**src/rtl/board_pixel_gen.sv**
```systemverilog
// Board-state RAM plus pixel renderer for the VGA controller: wood, grid, stones, cursor.
// Optional feature macro: CURSOR_BLINK_EN (cursor blinks every 2^BLINK_LOG2 frames).
module board_pixel_gen #(
  parameter int CELL_LOG2  = 5,
  parameter int BOARD_N    = 15,
  parameter int X_ORG      = 80,
  parameter int STONE_R2   = 144,
  parameter int BLINK_LOG2 = 4
) (
  input  logic        clk,
  input  logic        rst,
  input  logic [8:0]  row_addr,
  input  logic [9:0]  col_addr,
  output logic [11:0] pixel_data,
  input  logic        wr_en,
  input  logic [3:0]  wr_x,
  input  logic [3:0]  wr_y,
  input  logic [1:0]  wr_data,
  input  logic        clr_req,
  output logic        busy,
  input  logic [3:0]  cur_x,
  input  logic [3:0]  cur_y,
  input  logic        frame_tick
);

  localparam int CELLS    = BOARD_N * BOARD_N;
  localparam int ADDR_W   = $clog2(CELLS);
  localparam int BOARD_PX = BOARD_N << CELL_LOG2;
  localparam int D2_W     = 2 * CELL_LOG2;

  typedef logic [ADDR_W-1:0]           addr_t;
  typedef logic [CELL_LOG2-1:0]        ofs_t;
  typedef logic signed [CELL_LOG2:0]   sofs_t;
  typedef logic signed [D2_W:0]        sq_t;
  typedef logic [D2_W-1:0]             d2_t;
  typedef logic [BLINK_LOG2-1:0]       blink_cnt_t;

  typedef enum logic [1:0] {
    CODE_EMPTY = 2'd0,
    CODE_BLACK = 2'd1,
    CODE_WHITE = 2'd2,
    CODE_RSVD  = 2'd3
  } cell_code_e;

  typedef enum logic {ST_CLEAR, ST_IDLE} clr_state_e;

  localparam addr_t      LAST_ADDR = addr_t'(CELLS - 1);
  localparam logic [8:0] ROW_END   = 9'(BOARD_PX);
  localparam logic [9:0] COL_ORG   = 10'(X_ORG);
  localparam logic [9:0] COL_END   = 10'(X_ORG + BOARD_PX);
  localparam logic [3:0] LAST_CELL = 4'(BOARD_N - 1);
  localparam ofs_t       HALF      = ofs_t'(1 << (CELL_LOG2 - 1));
  localparam d2_t        STONE_LIM = d2_t'(STONE_R2);

  localparam logic [11:0] RGB_NONE   = 12'h000;
  localparam logic [11:0] RGB_CURSOR = 12'hF00;
  localparam logic [11:0] RGB_BLACK  = 12'h111;
  localparam logic [11:0] RGB_WHITE  = 12'hFFF;
  localparam logic [11:0] RGB_GRID   = 12'h000;
  localparam logic [11:0] RGB_WOOD   = 12'hDA6;

  // ---------------------------------------------------------------- clear sweep / write port
  clr_state_e state, state_nx;
  addr_t      clr_addr, clr_addr_nx;
  logic       mem_we;
  addr_t      mem_wa;
  cell_code_e mem_wd;
  logic       wr_ok;
  addr_t      wr_cell_addr;

  assign wr_ok        = wr_en && (wr_x <= LAST_CELL) && (wr_y <= LAST_CELL);
  assign wr_cell_addr = addr_t'(wr_y * BOARD_N + wr_x);
  assign busy         = (state == ST_CLEAR);

  // NOTE: flops are assigned with <= so every register samples pre-edge values.
  always_ff @(posedge clk) begin
    if (rst) begin
      state    <= ST_CLEAR;
      clr_addr <= '0;
    end else begin
      state    <= state_nx;
      clr_addr <= clr_addr_nx;
    end
  end

  always_comb begin
    // NOTE: every output gets a default up front, so no branch can infer a latch.
    state_nx    = state;
    clr_addr_nx = clr_addr;
    mem_we      = 1'b0;
    mem_wa      = wr_cell_addr;
    mem_wd      = cell_code_e'(wr_data);
    case (state)
      ST_CLEAR: begin
        mem_we = 1'b1;
        mem_wa = clr_addr;
        mem_wd = CODE_EMPTY;
        if (clr_addr == LAST_ADDR) begin
          state_nx    = ST_IDLE;
          clr_addr_nx = '0;
        end else begin
          clr_addr_nx = clr_addr + addr_t'(1);
        end
      end
      ST_IDLE: begin
        if (clr_req) state_nx = ST_CLEAR;
        else         mem_we   = wr_ok;
      end
    endcase
  end

  // ---------------------------------------------------------------- cursor blink
  logic blink_on;

`ifdef CURSOR_BLINK_EN
  blink_cnt_t frame_cnt;

  always_ff @(posedge clk) begin
    if (rst) begin
      frame_cnt <= '0;
      blink_on  <= 1'b1;
    end else if (frame_tick) begin
      frame_cnt <= frame_cnt + blink_cnt_t'(1);
      if (&frame_cnt) blink_on <= ~blink_on;
    end
  end
`else
  logic unused_frame_tick;
  assign unused_frame_tick = frame_tick;
  assign blink_on          = 1'b1;
`endif

  // ---------------------------------------------------------------- stage 1: decode + RAM read
  logic [9:0] col_rel;
  logic       in_board_c;
  logic [3:0] cx_c, cy_c;
  ofs_t       ox_c, oy_c;
  sofs_t      dx_c, dy_c;
  sq_t        dx_w, dy_w;
  d2_t        d2_c;
  addr_t      rd_addr;
  logic       rim_c, cursor_c, grid_c;

  assign col_rel    = col_addr - COL_ORG;
  assign in_board_c = (row_addr < ROW_END) && (col_addr >= COL_ORG) && (col_addr < COL_END);
  assign cx_c       = 4'(col_rel >> CELL_LOG2);
  assign cy_c       = 4'(row_addr >> CELL_LOG2);
  assign ox_c       = ofs_t'(col_rel);
  assign oy_c       = ofs_t'(row_addr);
  assign dx_c       = sofs_t'({1'b0, ox_c}) - sofs_t'(HALF);
  assign dy_c       = sofs_t'({1'b0, oy_c}) - sofs_t'(HALF);
  assign dx_w       = sq_t'(dx_c);
  assign dy_w       = sq_t'(dy_c);
  assign d2_c       = d2_t'(dx_w * dx_w + dy_w * dy_w);
  assign rd_addr    = in_board_c ? addr_t'(cy_c * BOARD_N + cx_c) : '0;

  // Cursor frame is the outer two pixels of the cell on every side.
  assign rim_c    = (ox_c[CELL_LOG2-1:1] == '0) || (&ox_c[CELL_LOG2-1:1]) ||
                    (oy_c[CELL_LOG2-1:1] == '0) || (&oy_c[CELL_LOG2-1:1]);
  assign cursor_c = rim_c && (cx_c == cur_x) && (cy_c == cur_y) && blink_on;
  assign grid_c   = (ox_c == HALF) || (oy_c == HALF);

  logic       in_board_q, cursor_q, stone_q, grid_q, empty_q;
  cell_code_e rd_code_q;
  cell_code_e board_mem [CELLS];

  always_ff @(posedge clk) begin
    if (rst) begin
      in_board_q <= 1'b0;
      cursor_q   <= 1'b0;
      stone_q    <= 1'b0;
      grid_q     <= 1'b0;
      empty_q    <= 1'b1;
    end else begin
      in_board_q <= in_board_c;
      cursor_q   <= cursor_c;
      stone_q    <= (d2_c <= STONE_LIM);
      grid_q     <= grid_c;
      empty_q    <= busy;
    end
  end

  // NOTE: the board RAM has no reset; its contents are zeroed by the clear sweep instead.
  // The read samples the old word, so a same-cycle write to that cell is seen next read.
  always_ff @(posedge clk) begin
    rd_code_q <= board_mem[rd_addr];
    if (mem_we) board_mem[mem_wa] <= mem_wd;
  end

  // ---------------------------------------------------------------- stage 2: colour select
  cell_code_e  code_s;
  logic [11:0] pixel_nx;

  always_comb begin
    code_s   = empty_q ? CODE_EMPTY : rd_code_q;
    pixel_nx = RGB_WOOD;
    if (!in_board_q)                          pixel_nx = RGB_NONE;
    else if (cursor_q)                        pixel_nx = RGB_CURSOR;
    else if (stone_q && code_s == CODE_BLACK) pixel_nx = RGB_BLACK;
    else if (stone_q && code_s == CODE_WHITE) pixel_nx = RGB_WHITE;
    else if (grid_q)                          pixel_nx = RGB_GRID;
  end

  always_ff @(posedge clk) begin
    if (rst) pixel_data <= RGB_NONE;
    else     pixel_data <= pixel_nx;
  end

endmodule

```
**config.mk**
```make
export PLATFORM = sky130hd
export DESIGN_NAME = board_pixel_gen
export DESIGN_NICKNAME = d
export VERILOG_FILES = /design/src/rtl/board_pixel_gen.sv
export SDC_FILE = /design/constraint.sdc
export NUM_CORES = 1
export LEC_CHECK = 0
export BUFFER_PORTS_ARGS = -buffer_cell sky130_fd_sc_hd__buf_2
export CAP_MARGIN = 20
export CORE_MARGIN = 2
export CORE_UTILIZATION = 57
export CTS_CLUSTER_DIAMETER = 50
export CTS_CLUSTER_SIZE = 20
export DETAILED_ROUTE_END_ITERATION = 16
export GPL_ROUTABILITY_DRIVEN = 0
export PLACE_DENSITY_LB_ADDON = 0.05
export REMOVE_ABC_BUFFERS = 1
export SYNTH_ARGS = -nofsm -noshare
export SYNTH_HDL_FRONTEND = slang
export SYNTH_SLANG_ARGS = --single-unit
```
**constraint.sdc**
```tcl
create_clock -name clk -period 5.8 [get_ports clk]
set_input_delay 1.16 -clock clk [delete_from_list [all_inputs] [get_ports clk]]
set_output_delay 1.16 -clock clk [all_outputs]
set_load 0.05 [all_outputs]
```
==> results of run 1 <==
[metal layers]
metal	track usage, %	routed length (µm)
met1	43.5	25300
met2	49.6	29400
met3	5.76	6010
met4	12.6	2620
met5	0	0
[cells by family after synthesis]
family,synth area share [%]
compound gates,8.92
xor+xnor,1.60
fa+ha+maj,8.10
buf+inv,3.59
flops,60.7
mux,6.82
other cells,0.0163
simple gates,10.3
[what timing repair did]
item	CTS	global route
pin swaps	3	15
buffers inserted	0	0
resized for setup	1	8
endpoints found under the setup margin	1	1
[worst max-delay path, delay by kind of cell]
| family | cells | cell delay [ns] |
|---|---|---|
| AO/OA/AOI/OAI | 3 | 0.65 |
| XOR/XNOR | 2 | 0.22 |
| adder cells (fa/ha/maj) | 8 | 3.55 |
| buffers and inverters | 3 | 0.22 |
| AND/OR/NAND/NOR | 1 | 0.18 |
[state kept, by name, summed over array words and instances, names as in the netlist, 2 cells and up]
register / count
pixel_data: 6
rd_code_q: 2
clr_addr: 8
board_mem: 450
[area by class of cell]
cell class                      instances  area share (%)
Sequential cell                       472            53.0
Multi-Input combinational cell       1106            31.4
Timing Repair Buffer                  207            6.05
Clock buffer                           46            4.29
Tap cell                              525            2.50
Clock inverter                         30            1.36
Inverter                               95            1.35
Antenna cell                            1         0.00951
[power groups by stage]
stage | registers (mW) | logic (mW) | clock network [mW]
final | 3.70 | 3.09 | 2.99
after global routing | 3.70 | 3.34 | 3.15
after CTS | 3.70 | 3.02 | 3.03
after detailed placement | 3.77 | 2.99 | 0
after global placement | 3.77 | 2.96 | 0
after floorplan | 3.78 | 1.74 | 0
[placed cells by master, fill, tap and decap left out, types with 19 or more instances in the layout]
cell,Yosys,routed
a211oi_1,20,20
a21oi_1,71,70
buf_2,26,53
buf_4,6,141
clkbuf_16,0,45
dfxtp_1,22,22
edfxtp_1,450,450
fa_1,53,49
ha_1,64,61
inv_1,95,95
mux2_2,26,26
mux2i_1,71,71
mux4_2,25,25
nand2_1,75,74
nand3_1,60,60
nor2_1,279,279
o211ai_1,19,19
o21ai_0,51,51
xnor2_1,26,26
[worst max path at each step]
stage,from,to,cells past startpoint
2_1_floorplan,col_addr[4],rd_code_q[0],11
3_3_place_gp,row_addr[4],stone_q,16
3_5_place_dp,row_addr[4],stone_q,16
4_1_cts,row_addr[1],stone_q,18
5_1_grt,row_addr[4],stone_q,22
6_report,col_addr[0],stone_q,17
==> flow_summary.yaml, run 1 <==
cts:
  ctsHoldBuffers: 0
  tritoncts: "built"
  clkLatencyLatePin_ns: 0.59
  clock_path_buffers: 3
  root_buffer: "clkbuf_16"
  clock_sink_count: 472
  htree_levels: 2
  cts.reportedPaths.clkPinSlew_ns: 0.07
  cts_buffers: 42
yosys:
  synthArstFlopShare_pct: 0
  yosysMostFrequentCell: "edfxtp_1"
  synth_area_um2: 23000
  synth_commonest_cells: "edfxtp_1, nor2_1, inv_1"
  syn_area_per_cell_um2: 12.9
  synth_edf_count: 450
  synth.distinct_cells: 75
  seq_area_frac_synth_pct: 60.7
  synth_warnings: 0
  yosys-top-cells-area: "edfxtp_1, fa_1, nor2_1"
  ys_ff_latch: 472
  synth_top_area_share_pct: 58.8
  synth_area_leader_cell: "edfxtp_1"
  synthFlopType: "edfxtp_1"
  netlist_instances: 1781
critical_path:
  rr_startpoint: "state"
  worstSetupEndpointType: "register"
  critPathMaxFanout: 3
  reg2reg_depth: 5
  r2r-end: "board_mem[208][1]"
  critPathKind: "input port to register"
  rrSetupSlack_ns: 2.66
  cp_slowest_cell: "fa_1"
  worst-endpoint-required_ns: 6.25
  startpoint_type: "input port"
  slowest_delay_ns: 0.57
  critPathArrivalTime_ns: 6.00
  crit_chain: "buf_2 -> and2_1 -> fa_1 -> fa_1 -> fa_1 -> inv_1 -> fa_1 -> fa_1 -> inv_1 -> fa_1 -> ha_2 -> fa_2 -> a21o_1 -> a21oi_2 -> xnor2_1 -> xnor2_1 -> a2111oi_0"
  cp_common_cell: "fa_1"
floorplanning:
  die_h_um: 205
  num_rows: 73
  start_util_pct: 57.9
  coreArea_um2: 39700
  ios: 55
  die-area_um2: 41900
  die_w_um: 205
grt:
  grt_pass1_vias: 15706
  track_usage_pct: 31.4
  gr-total-overflow: 0
  grt_pass1_wl_um: 96500
  antenna_found_initial: 1
  grt_max_degree: 119
sta:
  setup_ws_ns: 0.256
  slew_headroom_pct: 28.4
  final.setup.tns_ns: 0
  fin_hold_ws_ns: 0.456
  max_freq_mhz: 180
  setup_viol: 0
  min_period_ns: 5.54
  fin_skew_ns: 0.0144
  rsz0062_at_grt: "false"
  hold_viol: 0
  period_share_pct: 95.6
  finalMaxSlewViolations: 0
  worst_pin_slew_ns: 1.07
hold_path:
  min_path_cells: 1
  worst_hold_startpoint: "grid_q"
  hold-path-endpoint: "pixel_data[8]"
  hold_path_class: "register to register"
power:
  power_switching_mw: 3.13
  clock_power_share_pct: 30.6
  powerDensity_nw_per_um2: 371
  power_frac_seq_pct: 37.8
  switching_share_pct: 32.0
  p_int_mw: 6.65
  finalPower_mw: 9.78
  leakagePower_nw: 9.99
  combinationalPowerShare_pct: 31.6
  ir_drop_uv: 320
detailed_routing:
  postRouteAntennaNets: 0
  routedWlPerCell_um: 25.5
  drt-pass1-iter-count: 5
  drtIter0Drc: 1702
  vias: 15552
  vias_per_cell: 6.27
  totalWireLength_um: 63300
  drc: 0
cells_and_area:
  fin_util_pct: 66.3
  final_nets: 2083
  area_delta_synth_final_pct: 14.5
  drive_gt1_share_pct: 19.0
  multi_input_area_um2: 8270
  fin_area_um2: 26300
  layout.cells.non_filler: 2482
  num-fill-cells: 2995
  seq_area_um2: 14000
place:
  post-place-ws_ns: -0.686
  port_buffers: 53
  place_inst: 2404
  dp_hpwl_um: 42300
  placed_area_um2: 24800
run:
  maxCapViolCount: 0
outcome:
  run_status: "completed"
Power figures use the tool's default switching activity.
==> run 2, diff against run 1 <==
CORE_UTILIZATION = 40   (was 57)
==> run 2 against run 1 <==
Net effect:
- register-to-register slack better by 0.07 ns
- cell count up 11%
- final area up 3.5%
- clock-buffer cell count up 12
- core utilization down 18 points
- first-iteration DRC count down 26%
- critical path type unchanged
- critical endpoint unchanged
==> flow_summary.yaml, run 2 (same netlist as run 1, synthesis figures left out) <==
sta:
  max_freq_mhz: 180
  final.setup.tns_ns: 0
  period_share_pct: 95.9
  rsz0062_at_grt: "false"
  worst_pin_slew_ns: 1.13
  min_period_ns: 5.56
  finalMaxSlewViolations: 0
  setup_viol: 0
  slew_headroom_pct: 24.8
  fin_skew_ns: 0.0305
  hold_viol: 0
power:
  finalPower_mw: 10.6
  combinationalPowerShare_pct: 31.1
  power_frac_seq_pct: 34.8
  power_switching_mw: 3.44
  clock_power_share_pct: 34.0
  leakagePower_nw: 10.3
  p_int_mw: 7.18
  powerDensity_nw_per_um2: 390
  switching_share_pct: 32.4
  ir_drop_uv: 252
cells_and_area:
  area_delta_synth_final_pct: 18.5
  fin_area_um2: 27200
  drive_gt1_share_pct: 21.0
  final_nets: 2119
  largestRegisters: "board_mem: 450 flops, clr_addr: 8 flops, pixel_data: 6 flops"
  fin_util_pct: 48.1
  largest_reg_flops: 450
  top_register: "board_mem"
  layout_common_cells: "edfxtp_1, nor2_1, buf_4"
  layout_commonest_cell: "edfxtp_1"
grt:
  gr-total-overflow: 0
  antenna_found_initial: 2
  grt_pass1_vias: 15758
  grt_pass1_wl_um: 104000
  grt_max_degree: 226
  track_usage_pct: 23.9
critical_path:
  cp_common_cell: "fa_1"
  worst-endpoint-required_ns: 6.29
  startpoint_type: "input port"
  critPathKind: "input port to register"
  slowest_delay_ns: 0.59
  critPathArrivalTime_ns: 6.05
  crit_chain: "buf_2 -> or2_2 -> fa_1 -> fa_1 -> fa_1 -> fa_1 -> fa_1 -> inv_1 -> fa_1 -> ha_2 -> fa_2 -> a21o_1 -> a21oi_2 -> xnor2_1 -> xnor2_1 -> a2111oi_2"
  worstSetupEndpointType: "register"
  critPathMaxFanout: 3
  cp_slowest_cell: "fa_1"
detailed_routing:
  routedWlPerCell_um: 25.5
  drtIter0Drc: 1258
  vias_per_cell: 5.56
  drt-pass1-iter-count: 5
  vias: 15353
  drc: 0
  postRouteAntennaNets: 0
  totalWireLength_um: 70400
cts:
  clkLatencyLatePin_ns: 0.63
  cts_buffers: 54
  clock_path_buffers: 3
  clock_sink_count: 472
  ctsHoldBuffers: 0
  cts_setup_buffers: 0
  cts.reportedPaths.clkPinSlew_ns: 0.05
  htree_levels: 2
  root_buffer: "clkbuf_16"
  tritoncts: "built"
floorplanning:
  num_rows: 87
  die-area_um2: 59400
  ios: 55
  coreArea_um2: 56600
  die_w_um: 244
  die_h_um: 244
  start_util_pct: 40.6
outcome:
  run_status: "completed"
place:
  port_buffers: 53
  placed_area_um2: 25300
  dp_hpwl_um: 48100
hold_path:
  hold_path_class: "register to register"
run:
  maxCapViolCount: 0
[run 2: cell count changes in the layout (fill, tap and decap cells not counted), sizes merged]
cell | before | now
clkinvlp | 2 | 5
buf | 207 | 231
clkbuf | 46 | 58
clkinv | 7 | 18
bufinv | 3 | 6
inv | 113 | 109
[run 2: stage by stage]
stage / cells / hold slack, ns / worst slack (ns)
6_report: 2762 / 0.456 / 0.238
4_1_cts: 2761 / 0.456 / 0.00505
5_1_grt: 2761 / 0.478 / 0.00309
2_1_floorplan: 1673 / 0.422 / -1.36
3_3_place_gp: 2660 / 0.433 / -0.613
3_5_place_dp: 2660 / 0.443 / -0.722
[run 2: critical path, delay by kind of cell]
family / cells / cell delay [ns]
AOI/OAI and AO/OA: 3 / 0.61
xor gates and xnor gates: 2 / 0.24
adders and majority gates: 8 / 3.55
buffers and inverters: 2 / 0.16
and+or+nand+nor: 1 / 0.30
[run 2: worst paths after layout]
kind	from	end	slack [ns]	cells past startpoint
worst min register to register	grid_q	pixel_data[8]	0.46	1
worst max register to register	state	board_mem[224][0]	2.73	7
worst min-delay path	grid_q	pixel_data[8]	0.46	1
worst max-delay path	row_addr[4]	stone_q	0.24	16
[run 2: cell type report]
type	count	area, µm²
fillers	5134	29400
flip-flops and latches	472	14000
multi-input cells	1106	8290
repair buffers	231	1780
clock buffers	58	1370
well taps	756	946
clock inverters	43	544
inverters	95	357
diodes	1	2.50
[run 2: power by group through the flow]
stage	logic [mW]	clock network (mW)	registers [mW]
after floorplan	1.74	0	3.78
after global placement	3.15	0	3.77
after detailed placement	3.16	0	3.77
after CTS	3.23	3.66	3.70
after global routing	3.60	3.80	3.70
final	3.31	3.61	3.70
[run 2: metal layers]
layer / global-route usage, % / routed length, µm
met2: 38.7 / 33200
met4: 6.40 / 1640
met3: 4.05 / 4490
met5: 0 / 0
met1: 33.4 / 31100
[run 2: timing repair]
item | 4_1_cts | 5_1_grt
gates resized for setup | 2 | 12
pin swaps | 3 | 12
setup endpoints to repair | 1 | 1
